--- config.mk ---
export PLATFORM = sky130hd
export DESIGN_NAME = rr_mux_arbiter
export DESIGN_NICKNAME = d
export VERILOG_FILES = /design/src/rtl/rr_mux_arbiter.sv
export SDC_FILE = /design/constraint.sdc
export NUM_CORES = 1
export LEC_CHECK = 0
export CORE_AREA = 2 2 39 41
export DETAILED_ROUTE_END_ITERATION = 8
export DIE_AREA = 0 0 41 43
export DONT_BUFFER_PORTS = 1
export GPL_ROUTABILITY_DRIVEN = 1
export SLEW_MARGIN = 5
export SYNTH_ARGS = -nofsm -noshare
export SYNTH_HDL_FRONTEND = slang
export SYNTH_SLANG_ARGS = --single-unit
--- constraint.sdc ---
create_clock -name clk -period 1.8 [get_ports clk]
set_input_delay 0.36 -clock clk [delete_from_list [all_inputs] [get_ports clk]]
set_output_delay 0.36 -clock clk [all_outputs]
set_load 0.02 [all_outputs]
--- src/rtl/rr_mux_arbiter.sv ---
// rr_mux_arbiter: two-requester round-robin arbiter driving a registered 2:1 data mux.
// Optional macro HOLD_LIMIT_EN caps consecutive grant cycles at MAX_HOLD while the other side waits.
`default_nettype none

module rr_mux_arbiter #(
    parameter int MAX_HOLD = 4
) (
    input  logic       clk,
    input  logic       reset,
    input  logic       req0,
    input  logic       req1,
    input  logic [1:0] dataIn0,
    input  logic [1:0] dataIn1,
    output logic       grant0,
    output logic       grant1,
    output logic       selector,
    output logic [1:0] dataOut,
    output logic       validOut
);

    typedef enum logic [1:0] {
        IDLE   = 2'd0,
        GRANT0 = 2'd1,
        GRANT1 = 2'd2
    } state_t;

    state_t state;
    state_t next_state;
    logic   last_grant;

    if ((MAX_HOLD < 2) || (MAX_HOLD > 15)) begin : g_max_hold_range_check
        $error("rr_mux_arbiter: MAX_HOLD must lie in 2..15");
    end

`ifdef HOLD_LIMIT_EN
    localparam logic [3:0] HOLD_LAST = 4'(MAX_HOLD - 1);
    logic [3:0] hold_cnt;
    logic       hold_expired;

    assign hold_expired = (hold_cnt == HOLD_LAST);
`endif

    always_comb begin
        next_state = state;
        case (state)
            IDLE: begin
                if (req0 && req1)
                    next_state = last_grant ? GRANT0 : GRANT1;
                else if (req0)
                    next_state = GRANT0;
                else if (req1)
                    next_state = GRANT1;
                else
                    next_state = IDLE;
            end
            GRANT0: begin
                if (!req0)
                    next_state = req1 ? GRANT1 : IDLE;
`ifdef HOLD_LIMIT_EN
                else if (req1 && hold_expired)
                    next_state = GRANT1;
`endif
            end
            GRANT1: begin
                if (!req1)
                    next_state = req0 ? GRANT0 : IDLE;
`ifdef HOLD_LIMIT_EN
                else if (req0 && hold_expired)
                    next_state = GRANT0;
`endif
            end
            default: next_state = IDLE;
        endcase
    end

    // Data capture follows the state held before the edge, so data trails the grant by one cycle.
    always_ff @(posedge clk or posedge reset) begin
        if (reset) begin
            state      <= IDLE;
            last_grant <= 1'b1;
            selector   <= 1'b0;
            dataOut    <= 2'b00;
            validOut   <= 1'b0;
        end else begin
            state <= next_state;
            if (next_state == GRANT0) begin
                selector <= 1'b0;
                if (state != GRANT0)
                    last_grant <= 1'b0;
            end else if (next_state == GRANT1) begin
                selector <= 1'b1;
                if (state != GRANT1)
                    last_grant <= 1'b1;
            end
            case (state)
                GRANT0: begin
                    dataOut  <= dataIn0;
                    validOut <= 1'b1;
                end
                GRANT1: begin
                    dataOut  <= dataIn1;
                    validOut <= 1'b1;
                end
                default: validOut <= 1'b0;
            endcase
        end
    end

`ifdef HOLD_LIMIT_EN
    always_ff @(posedge clk or posedge reset) begin
        if (reset)
            hold_cnt <= 4'd0;
        else if (next_state != state)
            hold_cnt <= 4'd0;
        else if ((state != IDLE) && !hold_expired)
            hold_cnt <= hold_cnt + 4'd1;
    end
`endif

    assign grant0 = (state == GRANT0);
    assign grant1 = (state == GRANT1);

endmodule

`default_nettype wire

==> results <==
-- registers in the layout, summed over array words and instances (netlist names) --
signal	flops
validOut	1
state	2
dataOut	2
last_grant	1
selector	1
-- kinds of logic after synthesis --
group           count (synthesis)
mux                             3
flops                           7
fa+ha+maj                       6
buf+inv                         6
simple gates                    8
compound gates                 11
-- layer usage --
layer  track usage  vias to the layer above  part of all wire
li1              -                      182                 -
met2         0.203                        9              0.55
met5             0                        -                 0
met3        0.0366                        2             0.051
met1         0.154                      181              0.39
met4        0.0800                        0            0.0050
-- timing repair --
item                                   in CTS  in global routing
pin swaps                                   0                 12
buffers inserted                            1                  6
setup endpoints to repair                   2                  2
hold buffers                                1                  0
gates resized for setup                     5                 13
endpoints found under the hold margin       6                  0
-- placed cells by master, fill, tap and decap left out, types with 2 or more instances in the layout --
master / n
dfrtp_1: 5
buf_4: 14
inv_2: 3
clkbuf_4: 3
nor2_1: 4
mux2i_1: 3
a21oi_1: 3
a22oi_2: 2
ha_4: 3
inv_1: 2
ha_1: 2
-- per-stage QoR --
| stage | hold WS (ns) | util | instance area, µm² |
|---|---|---|---|
| after global routing | 0.266 | 0.476 | 659 |
| after global placement | 0.196 | 0.363 | 502 |
| after floorplan | 0.163 | - | 429 |
| after CTS | 0.268 | 0.407 | 563 |
| final | 0.273 | 0.476 | 659 |
| after detailed placement | 0.199 | 0.363 | 502 |
-- power groups by stage --
stage                     Combinational (W)  Sequential (W)  Clock (W)
after floorplan                    0.000425        0.000339          0
after global placement             0.000607        0.000348          0
after detailed placement           0.000619        0.000349          0
after CTS                          0.000680        0.000352   0.000146
after global routing                0.00101        0.000374   0.000155
final                              0.000928        0.000364   0.000139
-- area by class of cell --
type,instances,area (µm²)
Clock buffer,4,26.3
Fill cell,135,724
Inverter,6,25.0
Multi-Input combinational cell,28,295
Sequential cell,7,178
Tap cell,16,20.0
Timing Repair Buffer,15,115
-- worst max path at each step --
stage	start	to	slack (ns)	depth (start not counted)
global placement	state[0]	last_grant	-0.04	9
floorplan	state[1]	last_grant	0.006	8
global route	state[0]	last_grant	-0.08	8
detailed placement	state[0]	last_grant	-0.09	9
CTS	state[0]	last_grant	0.007	9
finish	state[0]	selector	-0.009	7
==> out/metrics.yaml <==
synth_fa_ha_area_frac: 0.176
max-cap-violations: 0
synthTopCellsByArea: "dfrtp_1, ha_1, mux2i_1, dfstp_2, inv_1"
die-area_um2: 1760
postRouteWirelength_um: 1000
cp_slowest_cell: "dfrtp_2"
critPathTopFamily: "adder cells"
numClockSinks: 7
r2r-start: "state[0]"
synth_top_family_by_area: "compound AO/OA/AOI/OAI gates"
crit_buf_inv: 2
swShare: 0.413
row_count: 14
synth-xor-area-share: 0
peakVddDrop_mv: 0.814
timing.final.max_slew_violations: 0
core_um2: 1380
place_inst: 64
p_seq_frac: 0.255
initialDrtViolationCount: 2
antenna_found_initial: 0
dr.pass1.iters: 2
rsz0062_at_grt: "yes"
start_util: 0.308
synthCells: 41
drc: 0
clockPowerShare: 0.097
status: "complete, but fails checks"
p_leak_nw: 0.295
cts_tree: "yes"
synth_seq_cells: 7
path_class: "reg -> reg"
crit_chain: "inv_4 -> ha_4 -> a22oi_2 -> o32ai_2 -> ha_1 -> buf_4 -> mux2i_1"
hold_start: "req1"
via_per_inst: 4.92
muxShareOfSynthArea: 0.0704
path_clk_slew_ns: 0.05
power_density_nw_per_um2: 2170
reg2reg_depth: 7
wl_per_cell_um: 13.2
final_nets: 75
hpwl_um: 706
clock_latency_ns: 0.24
antenna-diode-count: 0
finalClockSkew_ns: 0.00243
die_x_um: 41
synthTopCellsByCount: "dfrtp_1, ha_1, inv_1, nor2_1"
grt_max_degree: 8
p_int_w: 0.000840
hold_viol_final: 0
ant_nets: 0
violations: "setup timing"
via_count: 374
fmax_mhz: 553
syn_area_per_cell_um2: 10.4
min_period_over_period: 1.01
critPathMaxStageDelay_ns: 0.45
post-route-min-period_ns: 1.81
synth_cell_types: 17
grt_usage: 0.132
yosys_warnings: 0
synth_top_cell_by_area: "dfrtp_1"
synthArstFlopShare: 1.00
dominantRegCellSynth: "dfrtp_1"
syn_area_um2: 427
power_switching_w: 0.000592
worstHoldPathCells: 1
endpoint_kind: "flip-flop"
synth_simple_gate_area_frac: 0.0850
pin_count: 14
crit_path_start_kind: "flip-flop"
routabilityCongestion: 0.627
syn2layout_area_growth_pct: 54.5
fp.dieH_um: 43
fin_cells: 76
path_max_fanout: 4
ys_seq_area_frac: 0.413
clk_path_buf_depth: 2
setup_ws_ns: -0.00938
synth_edf_count: 0
syn-num-nets: 55
setup_viol: 1
cts_root_buffer: "clkbuf_4"
hold_class: "in -> reg"
pwr-share-comb: 0.648
crit_required_ns: 1.93
grt_pass1_wl_um: 1550
gr-total-overflow: 0
relSlewSlack: 0.819
tns_ns: -0.00938
worstMarginPinSlew_ns: 0.271
reg2reg_to: "selector"
synth_compound_area_frac: 0.202
numPortBuffers: 0
cp_data_arrival_time_ns: 1.94
reg2reg_setup_slack_ns: -0.009
post-place-ws_ns: -0.0871
numCtsBuffers: 3
drive_above_1_share: 0.583
htreeDepth: 1
min_to: "state[1]"
yosysTopAreaCellShare: 0.352
total_power_w: 0.00143
grt_pass1_vias: 370
Note: power is estimated with default switching activity, not from simulation.
